--- config.mk ---
export PLATFORM = sky130hd
export DESIGN_NAME = load_store_unit
export DESIGN_NICKNAME = d
export VERILOG_FILES = /design/src/rtl/lsu_pkg.sv /design/src/rtl/load_extend.sv /design/src/rtl/load_store_unit.sv
export SDC_FILE = /design/constraint.sdc
export NUM_CORES = 1
export LEC_CHECK = 0
export CAP_MARGIN = 0
export CELL_PAD_IN_SITES_DETAIL_PLACEMENT = 1
export CELL_PAD_IN_SITES_GLOBAL_PLACEMENT = 1
export CORE_ASPECT_RATIO = 0.75
export CORE_MARGIN = 4
export CORE_UTILIZATION = 33
export CTS_CLUSTER_DIAMETER = 150
export DETAILED_ROUTE_END_ITERATION = 7
export PLACE_DENSITY = 0.84
export RECOVER_POWER = 100
export SLEW_MARGIN = 20
export SYNTH_ARGS = -nofsm -noshare
export SYNTH_HDL_FRONTEND = slang
export SYNTH_SLANG_ARGS = --single-unit
--- constraint.sdc ---
create_clock -name clk -period 2.89 [get_ports clk]
set_input_delay 0.289 -clock clk [delete_from_list [all_inputs] [get_ports clk]]
set_output_delay 0.289 -clock clk [all_outputs]
set_load 0.01 [all_outputs]
--- src/rtl/lsu_pkg.sv ---
// Shared types for the load/store unit: FSM state encoding and RV32I funct3 size codes.
package lsu_pkg;

    typedef enum logic [1:0] {
        IDLE = 2'd0,
        REQ  = 2'd1,
        WAIT = 2'd2,
        DONE = 2'd3
    } lsu_state_e;

    localparam logic [2:0] F3_B  = 3'b000;
    localparam logic [2:0] F3_H  = 3'b001;
    localparam logic [2:0] F3_W  = 3'b010;
    localparam logic [2:0] F3_BU = 3'b100;
    localparam logic [2:0] F3_HU = 3'b101;

endpackage

--- src/rtl/load_extend.sv ---
// Picks the addressed byte/half out of a raw bus word and sign/zero-extends it.
module load_extend
    import lsu_pkg::*;
(
    input  logic [31:0] word,
    input  logic [1:0]  off,
    input  logic [2:0]  funct3,
    output logic [31:0] ext
);

    logic [7:0]  b;
    logic [15:0] h;

    always_comb begin
        case (off)
            2'd0:    b = word[7:0];
            2'd1:    b = word[15:8];
            2'd2:    b = word[23:16];
            default: b = word[31:24];
        endcase
        h = off[1] ? word[31:16] : word[15:0];
        case (funct3)
            F3_B:    ext = {{24{b[7]}}, b};
            F3_H:    ext = {{16{h[15]}}, h};
            F3_BU:   ext = {24'd0, b};
            F3_HU:   ext = {16'd0, h};
            F3_W:    ext = word;
            default: ext = word;
        endcase
    end

endmodule

--- src/rtl/load_store_unit.sv ---
// MEM-stage data-memory controller: IDLE->REQ->WAIT->DONE valid/ready bus access with timeout.
// Build option LSU_MISALIGN_TRAP_EN traps misaligned half/word accesses instead of force-aligning them.
module load_store_unit
    import lsu_pkg::*;
#(
    parameter int TIMEOUT_CYC = 64
) (
    input  logic        clk,
    input  logic        rst,
    input  logic        mem_rd,
    input  logic        mem_wr,
    input  logic [2:0]  funct3,
    input  logic [31:0] addr,
    input  logic [31:0] wdata,
    output logic [31:0] rdata,
    output logic        stall,
    output logic        bus_err,
    output logic        misalign_err,
    output logic        req_valid,
    input  logic        req_ready,
    output logic        req_we,
    output logic [31:0] req_addr,
    output logic [3:0]  req_be,
    output logic [31:0] req_wdata,
    input  logic        rsp_valid,
    input  logic [31:0] rsp_rdata
);

    localparam int CW = $clog2(TIMEOUT_CYC + 1);

    lsu_state_e    state;
    logic [CW-1:0] cnt;
    logic          we_q;
    logic [2:0]    f3_q;
    logic [1:0]    off_q;
    logic [1:0]    off_n;
    logic [3:0]    be_n;
    logic [31:0]   wd_n;
    logic [31:0]   ext;
    logic          req_in;

    assign req_in = mem_rd | mem_wr;
    assign stall  = (state == IDLE && req_in) || state == REQ || state == WAIT;

    // Size comes from funct3[1:0]; the 011/110/111 codes fall into the word arm.
    always_comb begin
        off_n = 2'b00;
        be_n  = 4'b1111;
        wd_n  = wdata;
        case (funct3[1:0])
            2'b00: begin
                off_n = addr[1:0];
                be_n  = 4'b0001 << addr[1:0];
                wd_n  = {4{wdata[7:0]}};
            end
            2'b01: begin
                off_n = {addr[1], 1'b0};
                be_n  = 4'b0011 << {addr[1], 1'b0};
                wd_n  = {2{wdata[15:0]}};
            end
            default: ;
        endcase
    end

`ifdef LSU_MISALIGN_TRAP_EN
    logic misal;
    logic misal_q;
    assign misal        = (funct3[1:0] == 2'b01) ? addr[0] :
                          (funct3[1:0] == 2'b00) ? 1'b0 : (addr[1:0] != 2'b00);
    assign misalign_err = misal_q;
`else
    assign misalign_err = 1'b0;
`endif

    load_extend u_ext (
        .word   (rsp_rdata),
        .off    (off_q),
        .funct3 (f3_q),
        .ext    (ext)
    );

    always_ff @(posedge clk) begin
        if (rst) begin
            state     <= IDLE;
            cnt       <= '0;
            we_q      <= 1'b0;
            f3_q      <= 3'b000;
            off_q     <= 2'b00;
            rdata     <= 32'd0;
            bus_err   <= 1'b0;
            req_valid <= 1'b0;
            req_we    <= 1'b0;
            req_addr  <= 32'd0;
            req_be    <= 4'd0;
            req_wdata <= 32'd0;
`ifdef LSU_MISALIGN_TRAP_EN
            misal_q   <= 1'b0;
`endif
        end else begin
            bus_err <= 1'b0;
`ifdef LSU_MISALIGN_TRAP_EN
            misal_q <= 1'b0;
`endif
            case (state)
                IDLE: if (req_in) begin
                    we_q  <= mem_wr;
                    f3_q  <= funct3;
                    off_q <= off_n;
`ifdef LSU_MISALIGN_TRAP_EN
                    if (misal) begin
                        misal_q <= 1'b1;
                        state   <= DONE;
                    end else
`endif
                    begin
                        req_valid <= 1'b1;
                        req_we    <= mem_wr;
                        req_addr  <= {addr[31:2], 2'b00};
                        req_be    <= be_n;
                        req_wdata <= wd_n;
                        state     <= REQ;
                    end
                end
                REQ: if (req_ready) begin
                    req_valid <= 1'b0;
                    cnt       <= '0;
                    state     <= WAIT;
                end
                WAIT: begin
                    if (rsp_valid) begin
                        if (!we_q) rdata <= ext;
                        state <= DONE;
                    end else if (cnt == CW'(TIMEOUT_CYC - 1)) begin
                        bus_err <= 1'b1;
                        if (!we_q) rdata <= 32'd0;
                        state <= DONE;
                    end else begin
                        cnt <= cnt + 1'b1;
                    end
                end
                DONE:    state <= IDLE;
                default: state <= IDLE;
            endcase
        end
    end

endmodule
=== Word-level counts from Yosys, hierarchy flattened ===
Cells that the tools add are included.
W data, S select, Z words.

* Register bits: 115
* Bits in latches: 0
* RAM bits: 0
* Bits in read-only memories: 0
* Input bits: 105
* Output and inout bits: 105
* Logic and storage cells: 71
* Memories: 0

* Add/sub/neg operators: 1
* Multipliers: 0
* Divide/modulo/power cells: 0
* $lt $le $gt $ge: 0
* Equality and inequality tests: 15
* Shifts and indexed selects: 2
* Multiplexer cells: 23
* Bitwise gates (word level): 3
* Reductions and logical operators: 16

{| class="wikitable"
|+ Operator list
! operator !! count
|-
| $mux W32 || 4
|-
| $pmux W32 S4 || 1
|-
| $pmux W32 S2 || 1
|-
| $pmux W8 S3 || 1
|-
| $mux W7 || 3
|-
| $mux W16 || 1
|-
| $pmux W7 S2 || 1
|-
| $reduce_and A3 Y1 || 3
|-
| $mux W2 || 4
|-
| $ne A2 B2 Y1 const B || 4
|-
| $pmux W2 S4 || 1
|-
| $pmux W4 S2 || 1
|-
| $add A7 B1 Y7 const B || 1
|-
| $eq A7 B6 Y1 const B || 1
|-
| $eq A2 B1 Y1 const B || 3
|-
| $eq A2 B2 Y1 const B || 3
|-
| $eq A3 B3 Y1 const B || 2
|-
| $logic_not A2 Y1 || 3
|-
| $reduce_bool A2 Y1 || 3
|-
| $pmux W2 S2 || 1
|-
| $reduce_and A4 Y1 || 1
|-
| $shl A1 B2 Y4 const A || 1
|-
| $shl A2 B2 Y4 const A || 1
|-
| $eq A3 B1 Y1 const B || 1
|-
| 10 further kinds || 14
|}

=== Logic depth before layout (Yosys ltp) ===
* Depth after elaboration: 5
* Depth in mapped cells: 7
* Depth with buffers taken out: 6

=== By module ===
A second synthesis with hierarchy kept.

* Cell total of the unflattened synthesis: 712
* Area total of the unflattened synthesis: 5445.2 um^2

{| class="wikitable"
|+ Modules (own cells, without submodules)
! module !! instances !! cells each !! area an instance (um^2) !! seq. area each (um^2)
|-
| load_store_unit || 1 || 581 || 4722.0 || 2302.2
|-
| load_extend || 1 || 131 || 723.2 || 0.0
|}

=== Worst setup path after synthesis ===
No wires, ideal clock.

* Path kind: reg2reg
* From: reg state[0]
* To: reg rdata[16]
* Setup time: 0.117 ns
* Arrival: 1.484 ns
* Required time: 2.773 ns
* Slack: 1.289 ns
* Stages on the path, launching flop included: 8
* Path buffers: 2
* Clock period less this slack: 1.601 ns
* Cell sequence: dfxtp_1 inv_1 ha_1 nand4bb_1 clkbuf_1 clkbuf_1 a21oi_1 a22o_1

* Cells in the longest elaborated chain, start to end: 2

{| class="wikitable"
|+ Ends and longest elaborated chain
! element !! RTL line !! source
|-
| from (decl) || load_store_unit.sv:31 || <nowiki>lsu_state_e state;</nowiki>
|-
| from (signal assigned) || load_store_unit.sv:84 || <nowiki>state <= IDLE;</nowiki>
|-
| from (signal assigned) || load_store_unit.sv:121 || <nowiki>state <= REQ;</nowiki>
|-
| from (signal assigned) || load_store_unit.sv:127 || <nowiki>state <= WAIT;</nowiki>
|-
| $eq A2 B2 Y1 || load_store_unit.sv:104 || <nowiki>case (state)</nowiki>
|-
| $reduce_and A3 Y1 (no source line) || -- ||
|-
| to (signal assigned) || load_store_unit.sv:131 || <nowiki>if (!we_q) rdata <= ext;</nowiki>
|-
| to (decl) || load_store_unit.sv:15 || <nowiki>output logic [31:0] rdata,</nowiki>
|}

No other way between the ends.
A chain may end at the register's enable or synchronous reset.

=== Final worst setup path ===
* From: reg cnt[0]
* To: reg rdata[15]

* Cells in the longest elaborated chain, start to end: 3

{| class="wikitable"
|+ Ends and longest elaborated chain
! element !! RTL line !! source
|-
| from (decl) || load_store_unit.sv:32 || <nowiki>logic [CW-1:0] cnt;</nowiki>
|-
| from (signal assigned) || load_store_unit.sv:138 || <nowiki>cnt <= cnt + 1'b1;</nowiki>
|-
| $eq A7 B6 Y1 || load_store_unit.sv:133 || <nowiki>end else if (cnt == CW'(TIMEOUT_CYC - 1)) begin</nowiki>
|-
| $reduce_bool A2 Y1 (no source line) || -- ||
|-
| $reduce_and A3 Y1 (no source line) || -- ||
|}

No other way between the ends.

==> results.cfg <==
[clock_tree]
cts_tree = built
numCtsBuffers = 17
ctsResizeCount = 0
cts.path.max_buffers = 2
h-tree-depth = 4
post_cts_buffers = 0
numClockSinks = 115
clk_pin_slew_ns = 0.05
insertion_delay_ns = 0.42
cts_hold_buf = 0
cts-root-buf = clkbuf_16

[timing]
setup_ws_ns = 0.473
timing.fmax_ghz = 0.414
worstMarginPinSlew_ns = 1.17
hold_slack_ns = 0.238
tns_ns = 0
hold_viol_final = 0
finalCritPeriodShare_pct = 83.6
fin_crit_ns = 2.42
skew_ns = 0.0145
rsz0062_at_grt = no
relSlewSlack_pct = 22.0
final_max_slew_viol_count = 0
setup_viol = 0

[synthesis]
synthesis.area_um2 = 5210
postSynthCellCount = 651
synth_edf_count = 0
ys_ff_latch = 115
avgSynthCellArea_um2 = 8.00
ys_warn_count = 0
yosys_most_used_dff = dfxtp_1
seq_area_frac_synth_pct = 44.2
async_reset_ff_share_pct = 0
yosysUniqueCellTypes = 53

[route]
avgRoutedWirePerCell_um = 19.5
totalWireLength_mm = 20.5
dr_total_vias = 5494
drtPass1Iterations = 4
drtAntennaViolNets = 0
drt_iter0_drc = 298
drc_errors = 0
routed_via_density = 5.22

[floorplanning]
fp.dieH_um = 117
die_area_um2 = 17900
coreArea_um2 = 15400
fp.dieW_um = 153
rows = 39
initial_core_util_pct = 33.9
ioPinCount = 210

[min_path]
holdCritStartpoint = rst
whs_path_depth = 2
hold_path_end = we_q
min_path_type = input pin to register

[place]
dp.cells = 1020
dpl.hpwl_mm = 15.1
dp_slack_ns = 0.853
place_congestion = 0.888
port_buffers = 206

[worst_setup_path]
ff2ff_setup_slack_ns = 0.47
r2r-start = cnt[0]
path_class = register to register
cp_max_fo = 32
r2r-end = rdata[15]
reg2reg_depth = 6
arrival_ns = 2.71
cp.required_ns = 3.19
endpoint_kind = register
startpoint_type = register

[layout]
drive_above_1_share_pct = 5.79
final_cells = 1052
nNetsFinal = 943
diodes = 0
syn_to_final_growth_pct = 53.2
fillerInstances = 1831

[pwr]
vdd_ir_drop_max_mv = 0.355
cellPowerDensity_nw_per_um2 = 830
leakagePower_uw = 0.00328

[grt]
grt_pass1_vias = 5863
track_usage_pct = 22.5
grt_overflow = 0
grt_start_max_net_pins = 87
antenna_found_initial = 0
grt_pass1_wl_mm = 31.7

[flow_run]
maxCapViolations = 0

[status]
run_status = complete, no violations
where the power goes:
group | leakage, uW | internal (uW) | total, uW | switching [uW]
registers | 0.000942 | 1900 | 2080 | 186
logic | 0.00202 | 919 | 2270 | 1350
clock network | 0.000316 | 1530 | 2270 | 741
total | 0.00328 | 4340 | 6620 | 2280
area by class of cell:
class	instances	area, um^2	area share [%]
clock buffers	22	484	6.07
clock inverters	10	153	1.91
inverters	20	75.1	0.941
multi-input cells	465	2590	32.4
flip-flops and latches	115	2300	28.9
well taps	205	256	3.21
repair buffers	215	2120	26.6
metal layers:
metal	vias up	part of all wire [%]	GRT usage (%)	wire (um)
met1	2663	42	27.4	8630
met4	0	1.8	7.48	368
met3	27	8.1	8.12	1660
met5	-	0	0	0
met2	174	48	37.5	9880
li1	2630	-	-	-
worst max-delay path: stages, from the launching register on:
cell and delay (ns):
dfxtp_1 0.42, ha_1 0.24, nand4_1 0.27, o21bai_1 0.36, a31oi_2 0.14, clkbuf_2 0.45, a211o_1 0.42
cell families (layout without fill, tap and decap cells):
group / count (synthesis) / count (layout) / synth area share [%]
buf+inv: 73 / 267 / 6.13
simple gates: 232 / 232 / 19.3
mux: 23 / 23 / 4.71
other cells: 1 / 3 / 0.0720
flops: 115 / 115 / 44.2
compound gates: 203 / 203 / 24.6
fa+ha+maj: 4 / 4 / 0.961
sequential cells by signal (all words and copies together) (netlist names):
| signal | cells |
|---|---|
| bus_err | 1 |
| cnt | 7 |
| f3_q | 3 |
| off_q | 2 |
| rdata | 32 |
| req_addr | 30 |
| req_be | 4 |
| req_valid | 1 |
| req_wdata | 32 |
| state | 2 |
| we_q | 1 |
how the worst max path moves through the flow:
stage	start	endpoint	cells past startpoint
floorplan	state[0]	rdata[16]	7
global placement	mem_wr	req_be[0]	6
detailed placement	mem_wr	req_be[0]	6
CTS	state[0]	stall	5
global route	state[1]	req_be[1]	6
finish	cnt[0]	rdata[15]	6
cell usage in the layout (no fill, tap or decap), types with 4 or more instances in the layout:
| master | Yosys | layout |
|---|---|---|
| a211oi_1 | 9 | 9 |
| a21oi_1 | 91 | 91 |
| a22o_1 | 23 | 23 |
| a311oi_1 | 8 | 8 |
| buf_4 | 3 | 6 |
| bufinv_16 | 0 | 4 |
| clkbuf_16 | 0 | 17 |
| clkbuf_8 | 0 | 4 |
| clkdlybuf4s50_1 | 0 | 103 |
| clkinv_2 | 0 | 5 |
| dfxtp_1 | 115 | 115 |
| dlygate4sd3_1 | 0 | 102 |
| ha_1 | 4 | 4 |
| inv_1 | 19 | 20 |
| mux2i_1 | 20 | 20 |
| nand2_1 | 154 | 154 |
| nand2b_1 | 12 | 12 |
| nand3b_1 | 7 | 7 |
| nor2_1 | 35 | 35 |
| o211ai_1 | 8 | 8 |
| o21ai_0 | 29 | 32 |
| o2bb2ai_1 | 8 | 8 |
| o32ai_1 | 7 | 7 |
Yosys cell counts (all sizes together), types with 7 or more instances:
| cell type | instances | area [um^2] |
|---|---|---|
| nor2 | 35 | 131 |
| a22o | 23 | 201 |
| o211ai | 8 | 60.1 |
| nand3b | 7 | 52.6 |
| o32ai | 7 | 61.3 |
| nand2b | 12 | 75.1 |
| buf | 30 | 158 |
| a211oi | 9 | 67.6 |
| dfxtp | 115 | 2300 |
| o21ai | 33 | 165 |
| a21oi | 92 | 464 |
| o2bb2ai | 8 | 70.1 |
| inv | 20 | 75.1 |
| a311oi | 8 | 70.1 |
| mux2i | 20 | 200 |
| nand2 | 155 | 584 |
| clkbuf | 23 | 86.3 |
through the flow:
stage | power [uW] | utilization [%] | instance area [um^2]
5_1_grt | 7010 | 51.9 | 7980
2_1_floorplan | 3390 | - | 5220
3_3_place_gp | 4400 | 48.0 | 7380
6_report | 6620 | 51.9 | 7980
4_1_cts | 6850 | 52.2 | 8020
3_5_place_dp | 4530 | 48.0 | 7380
(Power assumes the default switching activity.)
==> edit 1: new RTL, same flow settings <==
Change the parameter `TIMEOUT_CYC` from 64 to 32.
--- a/src/rtl/load_store_unit.sv
+++ b/src/rtl/load_store_unit.sv
@@ -5,3 +5,3 @@
 #(
-    parameter int TIMEOUT_CYC = 64
+    parameter int TIMEOUT_CYC = 32
 ) (
Function: same outputs for any inputs over 4 cycles, from zero or initial values and one cycle with rst high; that may be too few to reach the edited logic, so the function may still have changed.
==> edit 1 against the unedited design <==
Cell area is 2.1% lower. Die area down 3.9%. Clock power up 5%. Synthesized cell count down 6.3%. Total power fell by 0.53%. Synthesized area shrank 4.1%. Count of clock-buffer cells in the layout grew 2. Routed wire length fell by 7.1%. Sequential cell count shrank 1. Worst setup slack worse by 0.14 ns. First-iteration DRC count fell by 8.4%. Critical path type is now register to primary output. Largest power group is now clock.
==> edit 1: results (changes against the unedited design) <==
** Outcome
- Outcome: completed (unchanged).

** Global routing
- The overall track demand over capacity in global routing was 22.0% (was 22.5%).
- The met2 layer usage reported by global route is 36.8% (was 37.5%).
- The met1 layer usage reported by global route is 26.7% (was 27.4%).
- The via count of the first global-routing pass was 5,426 (was 5,863).
- The global routing usage on met3 came to 7.64% (was 8.12%).
- The first-pass GRT wire length was 29,600 um (was 31,700 um).

** Placed design
- HPWL reported at the end of detailed placement :: 13,700 um (was 15,100 um)

** Routing
- Met2 WL :: 9380 um (was 9880 um)
- The routed length per placed instance came to 18.9 um (was 19.5 um).
- Met3 routed wirelength :: 1330 um (was 1660 um)
- The met1 wire length came to 8000 um (was 8630 um).

** Synth
- The sequential-to-total area share from yosys stat came to 45.7% (was 44.2%).
- Unique masters post-synth :: 50 (was 53)
- Post-synthesis share of cell area spent on full adders, half adders and majority gates :: 1.00% (was 0.961%)
- Largest cells by area after synthesis: dfxtp_1 (46%), nand2_1 (12%), a21oi_1 (6.8%), mux2i_1 (4.0%), o21ai_0 (3.5%) (was dfxtp_1 (44%), nand2_1 (11%), a21oi_1 (8.7%), a22o_1 (3.9%), mux2i_1 (3.8%)).
- Mux cell area share after synthesis :: 6.72% (was 4.71%)
- Most frequent cells after synthesis :: nand2_1 (155), dfxtp_1 (114), a21oi_1 (68) (was nand2_1 (154), dfxtp_1 (115), a21oi_1 (91))

** Cells and area
- Ratio of cells with drive above 1 in the final layout :: 6.68% (was 5.79%)
- Final net count :: 904 (was 943)
- The total of fill cells in the finished design was 1,734 (was 1,831).

** Setup path
- The maximum fanout along the worst path was 16 (was 32).
- The worst-case reg-to-reg path depth was 4 (was 6).
- The arrival time at the worst endpoint came to 2.27 ns (was 2.71 ns).
- The worst setup path startpoint was state[0]$_SDFFE_PP0P_ (was cnt[0]$_SDFFE_PP0P_).
- The reg-to-reg startpoint is off_q[1]$_SDFFE_PP0P_ (was cnt[0]$_SDFFE_PP0P_).
- The destination of the critical timing path is stall (was rdata[15]$_SDFFE_PP0P_).
- The terminus of the critical flop-to-flop path is rdata[12]$_SDFFE_PP0P_ (was rdata[15]$_SDFFE_PP0P_).

** Power
- The worst-case vdd ir drop was 482 uV (was 355 uV).

** Min path
- Worst Hold Endpoint :: cnt[1]$_SDFFE_PP0P_ (was we_q$_SDFFE_PP0P_)

** Timing
- Worst max-slew margin expressed relative to the limit :: 18.8% (was 22.0%)
edit 1: final cells by class:
cell class	instances	share of cell area, %
clock buffer	24	6.42
clock inverter	8	2.19
inverter	8	0.384
multi-input combinational	442	31.7
sequential	114	29.2
tap	200	3.20
timing repair buffer	212	26.9
edit 1: power breakdown:
group	total, mW	internal, mW	switching (mW)
logic	2.12	0.906	1.21
clock network	2.38	1.65	0.739
registers	2.08	1.89	0.196
edit 1: per-stage QoR:
stage	hold slack [ns]	worst slack [ns]	cells	area [um2]	utilization, %
after global routing	0.181	0.237	1008	7810	53.3
after detailed placement	0.447	0.415	976	7150	48.8
after global placement	0.441	0.597	976	7150	48.8
final	0.178	0.329	1008	7810	53.3
after floorplan	0.368	1.19	612	5000	-
after CTS	0.159	0.373	1008	7820	53.4
edit 1: worst max-delay path: stages, from the launching register on:
cell,delay (ns)
dfxtp_1,0.36
inv_1,0.08
ha_1,0.39
or3_1,0.42
dlygate4sd3_1,0.61
==> edit 2: new RTL, config.mk and constraints unchanged <==
Without the edit above. Make the reset (`rst`) asynchronous in one clocked block.
--- a/src/rtl/load_store_unit.sv
+++ b/src/rtl/load_store_unit.sv
@@ -81,3 +81,3 @@
 
-    always_ff @(posedge clk) begin
+    always_ff @(posedge clk or posedge rst) begin
         if (rst) begin
Formal check against the unedited RTL: differs if rst is asserted again (counterexample within 4 cycles, from zero or initial values and one cycle with rst high); with rst held inactive, the same outputs for 4 cycles.
==> edit 2 against the unedited design <==
The run now ends with capacitance limit, slew limit left. Clock power up 3%. Total power rose by 33%. Cell area rose by 3.2%. Non-clock buffer count shrank 3. Routed wire length shrank 12%. Synthesized area increased by 3.7%. Sequential cell count stayed put. Count of clock-buffer cells in the layout shrank 3. Utilization fell by 0.50 points. Worst setup slack got worse by 0.031 ns. Clock skew is 0.0060 ns lower. Final cell count fell by 11%. Global-route usage is 2.9 points lower. Largest cell class is now flip-flops and latches. Largest power group unchanged. Highest routed layer unchanged.
==> edit 2: results (changes against the unedited design) <==
** Outcome
- Outcome: finished with violations (was completed).
- The final reports fail on capacitance limit, slew limit.

** Timing
- The slew at the pin with the worst max-slew slack is 1.66 ns (was 1.17 ns).
- Final clock period utilization by the worst path :: 84.7% (was 83.6%)
- The number of slew-limit violations in the final report was 116 (was 0).
- The final worst hold slack came to 0.474 ns (was 0.238 ns).

** Global routing
- Met3 track demand over resource :: 7.28% (was 8.12%)
- The first-pass GRT wire length is 28,600 um (was 31,700 um).
- Maximum number of pins on one net before global-route repair :: 116 (was 87)
- Overall fraction of global-route tracks in use :: 19.6% (was 22.5%)
- GR Layer Usage met2 :: 32.2% (was 37.5%)
- The via count of the first global-routing pass came to 5,192 (was 5,863).

** Placed design
- Worst Setup Slack post-DPL :: 0.636 ns (was 0.853 ns)
- HPWL reported at the end of detailed placement :: 13,000 um (was 15,100 um)

** Synth
- The sequential-to-total area share from yosys stat came to 53.3% (was 44.2%).
- The arithmetic-cell share of the synthesized area counting full adders, half adders and majority gates was 0.927% (was 0.961%).
- The async set-reset flop share out of synthesis is 100% (was 0%).
- The fraction of the mapped netlist area in compound gates was 15.5% (was 24.6%).
- Most frequent cells after synthesis :: dfrtp_1 (115), nand2_1 (82), o21ai_0 (65) (was nand2_1 (154), dfxtp_1 (115), a21oi_1 (91))
- Mux cell area share after synthesis :: 14.9% (was 4.71%)
- The xor/xnor cell area share of the yosys netlist was 0.487% (was 0%).
- The number of distinct library cell variants in the gate-level netlist after synthesis is 51 (was 53).

** Flow run
- Max-capacitance violation count :: 1 (was 0)

** Cells and area
- The final net count is 821 (was 943).

** Routing
- The via-per-instance ratio is 5.03 (was 5.22).
- The starting DRC count in detailed routing was 185 (was 298).
- The total wire length was 18,000 um (was 20,500 um).

** Setup path
- The critical path's slowest cell was clkbuf_4 (was clkbuf_2).
- The reg-to-reg startpoint is state[0]$_DFFE_PP0P_ (was cnt[0]$_SDFFE_PP0P_).
- The family with the most delay on the worst path is buffers and inverters (was compound AO/OA/AOI/OAI gates).
- Worst Path Max Fanout :: 100 (was 32)
- Worst-case register-to-register setup slack :: 0.44 ns (was 0.47 ns)
- RR Endpoint :: req_addr[22]$_DFFE_PP0P_ (was rdata[15]$_SDFFE_PP0P_)
- The worst-case reg-to-reg path depth came to 5 (was 6).
- The largest stage delay on the critical path came to 0.91 ns (was 0.45 ns).
- The arrival time at the worst endpoint is 2.73 ns (was 2.71 ns).

** Min path
- Class of the tightest hold or removal check :: register to register (was primary input to register)
- Worst Hold Endpoint :: rdata[22]$_DFFE_PP0P_ (was we_q$_SDFFE_PP0P_)
- The beginning of the worst hold path is rdata[22]$_DFFE_PP0P_ (was rst).

** Power
- The worst-case vdd ir drop came to 520 uV (was 355 uV).

** Die
- Site Rows :: 40 (was 39)
-- edit 2: layout make-up --
cell class | count | area share [%]
Clock buffer | 19 | 5.38
Clock inverter | 13 | 2.52
Inverter | 16 | 0.775
Multi-Input combinational cell | 350 | 27.4
Sequential cell | 115 | 35.0
Tap cell | 210 | 3.19
Timing Repair Buffer | 212 | 25.7
-- edit 2: power breakdown --
group	switching [mW]	total, mW	internal [mW]	leakage, nW
combinational	1.81	3.65	1.83	1.94
sequential	0.491	2.84	2.35	1.42
clock	0.776	2.33	1.55	0.305
total	3.08	8.81	5.73	3.67
-- edit 2: through the flow --
step	instances	utilization, %	cell area, um2	power, mW
after floorplan	518	-	5410	4.76
after global placement	903	47.7	7630	6.62
after detailed placement	903	47.7	7630	6.83
after CTS	935	51.7	8280	9.25
after global routing	935	51.4	8230	9.39
final	935	51.4	8230	8.81
-- edit 2: metal layers --
metal,part of all wire (%),vias up
met4,0.90,0
met1,42,2315
li1,-,2193
met3,8.6,16
met5,0,-
met2,48,178
